**src/rtl/rv32i_pkg.sv**
```systemverilog
// rtl/rv32i_pkg.sv - shared RV32I opcode, funct7 and ALU control constants
package rv32i_pkg;

    // Major opcodes handled by this decode stage
    localparam logic [6:0] OPC_OP     = 7'b0110011;
    localparam logic [6:0] OPC_OP_IMM = 7'b0010011;
    localparam logic [6:0] OPC_LUI    = 7'b0110111;

    // funct7 encodings: base form and the alternate (sub/sra/srai) form
    localparam logic [6:0] F7_BASE = 7'b0000000;
    localparam logic [6:0] F7_ALT  = 7'b0100000;

    // ALU control codes, shared with the execute-stage ALU
    localparam logic [4:0] ALU_ADD   = 5'b00000;
    localparam logic [4:0] ALU_SUB   = 5'b00001;
    localparam logic [4:0] ALU_SLL   = 5'b00010;
    localparam logic [4:0] ALU_SLT   = 5'b00011;
    localparam logic [4:0] ALU_SLTU  = 5'b00100;
    localparam logic [4:0] ALU_XOR   = 5'b00101;
    localparam logic [4:0] ALU_SRL   = 5'b00110;
    localparam logic [4:0] ALU_SRA   = 5'b00111;
    localparam logic [4:0] ALU_OR    = 5'b01000;
    localparam logic [4:0] ALU_AND   = 5'b01001;
    localparam logic [4:0] ALU_ADDI  = 5'b01010;
    localparam logic [4:0] ALU_SLTI  = 5'b01011;
    localparam logic [4:0] ALU_SLTIU = 5'b01100;
    localparam logic [4:0] ALU_XORI  = 5'b01101;
    localparam logic [4:0] ALU_ORI   = 5'b01110;
    localparam logic [4:0] ALU_ANDI  = 5'b01111;
    localparam logic [4:0] ALU_SLLI  = 5'b10001;
    localparam logic [4:0] ALU_SRLI  = 5'b10010;
    localparam logic [4:0] ALU_SRAI  = 5'b10011;

    // One decoded instruction, as held in the pipeline register
    typedef struct packed {
        logic [4:0]  alu_ctr;
        logic        use_imm;
        logic [31:0] imm;
        logic [4:0]  rs1_addr;
        logic [4:0]  rs2_addr;
        logic [4:0]  rd_addr;
        logic        reg_write;
        logic        illegal;
    } dec_t;

    // Sign-extend the 12-bit I-type immediate
    function automatic logic [31:0] sext12(input logic [11:0] v);
        return {{20{v[11]}}, v};
    endfunction

endpackage

```
**src/rtl/rv32i_decoder.sv**
```systemverilog
// rtl/rv32i_decoder.sv - combinational RV32I OP/OP-IMM/LUI field decoder
module rv32i_decoder
    import rv32i_pkg::*;
(
    input  logic [31:0] instr,
    output dec_t        dec
);

    logic [6:0] opcode;
    logic [2:0] f3;
    logic [6:0] f7;

    assign opcode = instr[6:0];
    assign f3     = instr[14:12];
    assign f7     = instr[31:25];

    // Decode: start from an illegal entry and promote it when the encoding is recognised
    always_comb begin
        dec           = '0;
        dec.rd_addr   = instr[11:7];
        dec.rs1_addr  = instr[19:15];
        dec.rs2_addr  = instr[24:20];
        dec.illegal   = 1'b1;

        unique case (opcode)
            OPC_OP: begin
                dec.illegal = 1'b0;
                case ({f7, f3})
                    {F7_BASE, 3'b000}: dec.alu_ctr = ALU_ADD;
                    {F7_ALT,  3'b000}: dec.alu_ctr = ALU_SUB;
                    {F7_BASE, 3'b001}: dec.alu_ctr = ALU_SLL;
                    {F7_BASE, 3'b010}: dec.alu_ctr = ALU_SLT;
                    {F7_BASE, 3'b011}: dec.alu_ctr = ALU_SLTU;
                    {F7_BASE, 3'b100}: dec.alu_ctr = ALU_XOR;
                    {F7_BASE, 3'b101}: dec.alu_ctr = ALU_SRL;
                    {F7_ALT,  3'b101}: dec.alu_ctr = ALU_SRA;
                    {F7_BASE, 3'b110}: dec.alu_ctr = ALU_OR;
                    {F7_BASE, 3'b111}: dec.alu_ctr = ALU_AND;
                    default:           dec.illegal = 1'b1;
                endcase
                dec.reg_write = !dec.illegal;
            end

            OPC_OP_IMM: begin
                dec.illegal = 1'b0;
                case (f3)
                    3'b000: dec.alu_ctr = ALU_ADDI;
                    3'b010: dec.alu_ctr = ALU_SLTI;
                    3'b011: dec.alu_ctr = ALU_SLTIU;
                    3'b100: dec.alu_ctr = ALU_XORI;
                    3'b110: dec.alu_ctr = ALU_ORI;
                    3'b111: dec.alu_ctr = ALU_ANDI;
                    3'b001: begin
                        if (f7 == F7_BASE) dec.alu_ctr = ALU_SLLI;
                        else               dec.illegal = 1'b1;
                    end
                    default: begin
                        // f3 = 101: funct7 selects logical vs arithmetic shift
                        if (f7 == F7_BASE)     dec.alu_ctr = ALU_SRLI;
                        else if (f7 == F7_ALT) dec.alu_ctr = ALU_SRAI;
                        else                   dec.illegal = 1'b1;
                    end
                endcase
                if (!dec.illegal) begin
                    dec.use_imm   = 1'b1;
                    dec.reg_write = 1'b1;
                    // shamt lands in imm[4:0] because it occupies instr[24:20]
                    dec.imm       = sext12(instr[31:20]);
                end
            end

            OPC_LUI: begin
                dec.illegal   = 1'b0;
                dec.alu_ctr   = ALU_ADD;
                dec.use_imm   = 1'b1;
                dec.reg_write = 1'b1;
                dec.rs1_addr  = 5'd0;
                dec.imm       = {instr[31:12], 12'b0};
            end

            default: begin
                dec.illegal = 1'b1;
            end
        endcase

        // Malformed encodings must not leave a stray ALU code behind
        if (dec.illegal) begin
            dec.alu_ctr   = ALU_ADD;
            dec.reg_write = 1'b0;
            dec.use_imm   = 1'b0;
            dec.imm       = '0;
        end
    end

endmodule

```
**src/rtl/rv32i_decode_stage.sv**
```systemverilog
// rtl/rv32i_decode_stage.sv - registered decode stage with handshake, flush and counter
module rv32i_decode_stage
    import rv32i_pkg::*;
#(
    parameter int CNT_W = 32
) (
    input  logic              clk,
    input  logic              rst,
    input  logic              in_valid,
    output logic              in_ready,
    input  logic [31:0]       in_instr,
    input  logic              flush,
    output logic              out_valid,
    input  logic              out_ready,
    output logic [4:0]        alu_ctr,
    output logic              use_imm,
    output logic [31:0]       imm,
    output logic [4:0]        rs1_addr,
    output logic [4:0]        rs2_addr,
    output logic [4:0]        rd_addr,
    output logic              reg_write,
    output logic              illegal,
    output logic [CNT_W-1:0]  dec_count
);

    dec_t dec_next;
    dec_t entry;
    logic accept;
    logic deliver;

    rv32i_decoder u_decoder (
        .instr (in_instr),
        .dec   (dec_next)
    );

    // The single entry can be refilled in the same cycle it is consumed
    assign in_ready = !out_valid || out_ready;
    assign accept   = in_valid && in_ready && !flush;
    assign deliver  = out_valid && out_ready && !flush;

    // Pipeline register: flush beats both acceptance and consumption
    always_ff @(posedge clk) begin
        if (rst) begin
            out_valid <= 1'b0;
            entry     <= '0;
        end else if (flush) begin
            out_valid <= 1'b0;
        end else if (accept) begin
            out_valid <= 1'b1;
            entry     <= dec_next;
        end else if (out_ready) begin
            out_valid <= 1'b0;
        end
    end

    // Count entries handed to execute; wraps naturally at 2^CNT_W
    always_ff @(posedge clk) begin
        if (rst) begin
            dec_count <= '0;
        end else if (deliver) begin
            dec_count <= dec_count + CNT_W'(1);
        end
    end

    assign alu_ctr   = entry.alu_ctr;
    assign use_imm   = entry.use_imm;
    assign imm       = entry.imm;
    assign rs1_addr  = entry.rs1_addr;
    assign rs2_addr  = entry.rs2_addr;
    assign rd_addr   = entry.rd_addr;
    assign reg_write = entry.reg_write;
    assign illegal   = entry.illegal;

endmodule

```
**config.mk**
```make
export PLATFORM = sky130hd
export DESIGN_NAME = rv32i_decode_stage
export DESIGN_NICKNAME = d
export VERILOG_FILES = /design/src/rtl/rv32i_pkg.sv /design/src/rtl/rv32i_decoder.sv /design/src/rtl/rv32i_decode_stage.sv
export SDC_FILE = /design/constraint.sdc
export NUM_CORES = 1
export LEC_CHECK = 0
export BUFFER_PORTS_ARGS = -buffer_cell sky130_fd_sc_hd__buf_4
export CELL_PAD_IN_SITES_DETAIL_PLACEMENT = 1
export CELL_PAD_IN_SITES_GLOBAL_PLACEMENT = 1
export CORE_UTILIZATION = 38
export CTS_BUF_LIST = sky130_fd_sc_hd__clkbuf_4 sky130_fd_sc_hd__clkbuf_8
export DETAILED_ROUTE_END_ITERATION = 8
export PLACE_DENSITY_LB_ADDON = 0.1
export SYNTH_ARGS = -nofsm -noshare
export SYNTH_HDL_FRONTEND = slang
export SYNTH_SLANG_ARGS = --single-unit
```
**constraint.sdc**
```tcl
create_clock -name clk -period 2.5 [get_ports clk]
set_clock_uncertainty 0.2 [all_clocks]
set_input_delay 0.25 -clock clk [delete_from_list [all_inputs] [get_ports clk]]
set_output_delay 0.25 -clock clk [all_outputs]
set_load 0.01 [all_outputs]
```
==> impl_metrics.toml <==
[floorplanning]
fp.dieW_um = 103.2
io_pins = 126
rows = 36
die-area_um2 = 10650
core-area_um2 = 9864
die_h_um = 103.2
initial_core_util_pct = 39.46

[global_routing]
grt_usage_pct = 23.67
grt_max_degree = 62
overflow = 0
grt_antenna_before_repair = 0
grt_pass1_vias = 3914
grt_pass1_wl_um = 19510

[final_layout]
insertedDiodeCount = 0
areaGrowthSynthToFinish_pct = 37.96
drive_gt1_share_pct = 26.18
fill_cells = 1212
fin_util_pct = 54.44
final_nets = 648

[pwr]
p_per_area_nw_per_um2 = 521.0
ir_worst_vdd_v = 0.0002226
p_leak_nw = 2.124
power_mw = 2.798

[setup_path]
cpPeakStageDelay_ps = 540
critPathLaunch = "flush"
r2r_slack_ps = 350
critical_path_arrival_ps = 2380
reg2reg_depth = 5
r2r_start = "dec_count[2]"
path_class = "input port to register"
setup.worst_path.end_class = "register"
cp_data_required_time_ps = 2550
critPathLaunchType = "input port"
endpoint = "dec_count[23]"
crit_slowest_cell = "dlygate4sd3_1"
cp_max_fo = 10
path_cells = "dlygate4sd3_1 > buf_4 > nand3b_1 > or3_1 > nor4_1 > xnor2_1 > nor2_1"
rr_endpoint = "dec_count[23]"

[drt]
drtPass1Iterations = 4
drc = 0
first_iter_violations = 108
vias = 4005
ant_nets = 0
vias_per_cell = 5.354
wl_per_cell_um = 16.51
wl_um = 12350

[sta]
setup_viol = 0
hold_viol = 0
fin_crit_ps = 2335
drv_slew = 0
slew_headroom_pct = 56.13
worst_slew_pin_slew_ps = 658.0
finalSetupTns_ps = 0
fmaxAchievable_mhz = 428.3
min_period_over_period_pct = 93.39
rsz0062_at_grt = "false"

[place]
routabilityCongestion = 0.8348
dp_hpwl_um = 8334
port_buffers = 125

[synthesis]
synth-edff-count = 0
ys_seq_area_share_pct = 45.26
ys_types = 50
synth.cell_area_um2 = 3892
synth_flop_cell = "dfxtp_1"
avgSynthCellArea_um2 = 8.195
syn_nets = 513
async_reset_ff_share_pct = 0
synth_cells = 475
ys.warnings.count = 0
synth_seq_cells = 88

[clocking]
clkTransAtPathRegs_ps = 90
cts_buffer_depth = 2
h-tree-depth = 3
root_buffer = "clkbuf_8"
cts_resized = 0
clock_sinks = 88
numCtsBuffers = 9
clock_latency_ps = 360
post_cts_buffers = 0
tritoncts = "done"

[hold_path]
worstHoldPathType = "input port to register"

[status]
status = "finished clean"

[run]
maxCapViolations = 0
-- synthesized netlist by cell type (2+ instances only) --
master | count | area share, %
a211oi_1 | 17 | 3.3
a21oi_1 | 40 | 5.1
a22o_1 | 3 | 0.68
a2bb2oi_1 | 2 | 0.45
and2_1 | 2 | 0.32
and3_1 | 5 | 0.80
and4_1 | 3 | 0.68
buf_2 | 3 | 0.39
clkbuf_1 | 27 | 2.6
dfxtp_1 | 88 | 45
inv_1 | 5 | 0.48
nand2_1 | 60 | 5.8
nand2b_1 | 2 | 0.32
nand3_1 | 32 | 4.1
nand3b_1 | 3 | 0.58
nand4_1 | 15 | 2.4
nand4b_1 | 2 | 0.45
nor2_1 | 59 | 5.7
nor2b_1 | 4 | 0.64
nor3_1 | 26 | 3.3
nor3b_1 | 3 | 0.58
nor4_1 | 9 | 1.4
nor4_4 | 2 | 1.1
o21ai_0 | 6 | 0.77
o41ai_1 | 2 | 0.45
or3_1 | 4 | 0.64
xnor2_1 | 16 | 3.6
xor2_1 | 13 | 2.9
-- what timing repair did --
item	CTS	global route
hold buffers	22	0
hold endpoints to repair	26	0
endpoints found under the setup margin	0	0
-- worst max-delay path, delay by kind of cell --
family                    cells  cell delay (ps)
xor gates and xnor gates      1              170
and+or+nand+nor               4             1250
buffers and inverters         2              700
-- final cells by class --
type	count	area, µm²	share of cell area (%)
clock buffers	11	145.1	2.703
clock inverters	5	53.80	1.002
inverters	6	22.52	0.4194
multi-input cells	349	1982	36.91
flip-flops and latches	88	1762	32.81
well taps	133	166.4	3.099
repair buffers	156	1239	23.07
-- cell usage in the layout (no fill, tap or decap), types with 3 or more instances in the layout --
cell and instances:
nor2b_1 4, xor2_1 13, nand3_1 32, and4_1 3, nand2_1 60, and3_1 5
inv_1 5, or3_1 4, dlygate4sd3_1 22, a22o_1 3, nor3_1 26, nand3b_1 3
nand4_1 15, clkinv_2 3, a211oi_1 17, buf_4 133, o21ai_0 6, dfxtp_1 88
nor4_1 9, nor2_1 59, clkbuf_8 10, xnor2_1 16, a21oi_1 40
-- metal layers --
metal,vias to the layer above,wire length [µm],part of all wire [%],track usage [%]
li1,1939,-,-,-
met1,1955,5360,43,28.28
met2,91,6215,50,41.90
met3,20,573,4.6,5.847
met4,0,197,1.6,7.259
met5,-,0,0,0
-- kinds of logic after synthesis --
| family | after synthesis | synth area share (%) |
|---|---|---|
| AO/OA/AOI/OAI | 82 | 13.60 |
| XOR/XNOR | 29 | 6.525 |
| adder cells (fa/ha/maj) | 1 | 0.3214 |
| buffers and inverters | 38 | 3.954 |
| flip-flops | 88 | 45.26 |
| AND/OR/NAND/NOR | 237 | 30.34 |
-- worst min-delay path by stage --
stage,startpoint,to,slack [ps],depth (start not counted)
2_1_floorplan,flush,out_valid,130,1
3_3_place_gp,alu_ctr[1],alu_ctr[1],240,2
3_5_place_dp,imm[11],imm[11],250,2
4_1_cts,in_instr[31],imm[31],10,3
5_1_grt,in_instr[31],imm[31],30,3
6_report,in_instr[30],imm[10],30,3
-- metrics by stage --
| step | hold slack [ps] | instance area, µm² | setup WS [ps] | std cells |
|---|---|---|---|---|
| 3_3_place_gp | 238.5 | 4951 | 437.7 | 710 |
| 6_report | 28.70 | 5370 | 165.2 | 748 |
| 2_1_floorplan | 129.3 | 3892 | 599.4 | 475 |
| 5_1_grt | 28.80 | 5370 | 31.79 | 748 |
| 4_1_cts | 13.12 | 5370 | 180.1 | 748 |
| 3_5_place_dp | 245.2 | 4951 | 354.2 | 710 |
-- registers in the layout (all words and copies together) (netlist names) --
name / flops
dec_count: 32
imm: 32
alu_ctr: 5
rd_addr: 5
rs1_addr: 5
rs2_addr: 5
illegal: 1
out_valid: 1
reg_write: 1
use_imm: 1
-- where the power goes --
group          switching [mW]  internal, mW  total (mW)
clock network           0.525         0.500        1.02
logic                   0.177         0.148       0.325
registers              0.0171          1.43        1.45
Note: power is estimated with default switching activity, not from simulation.
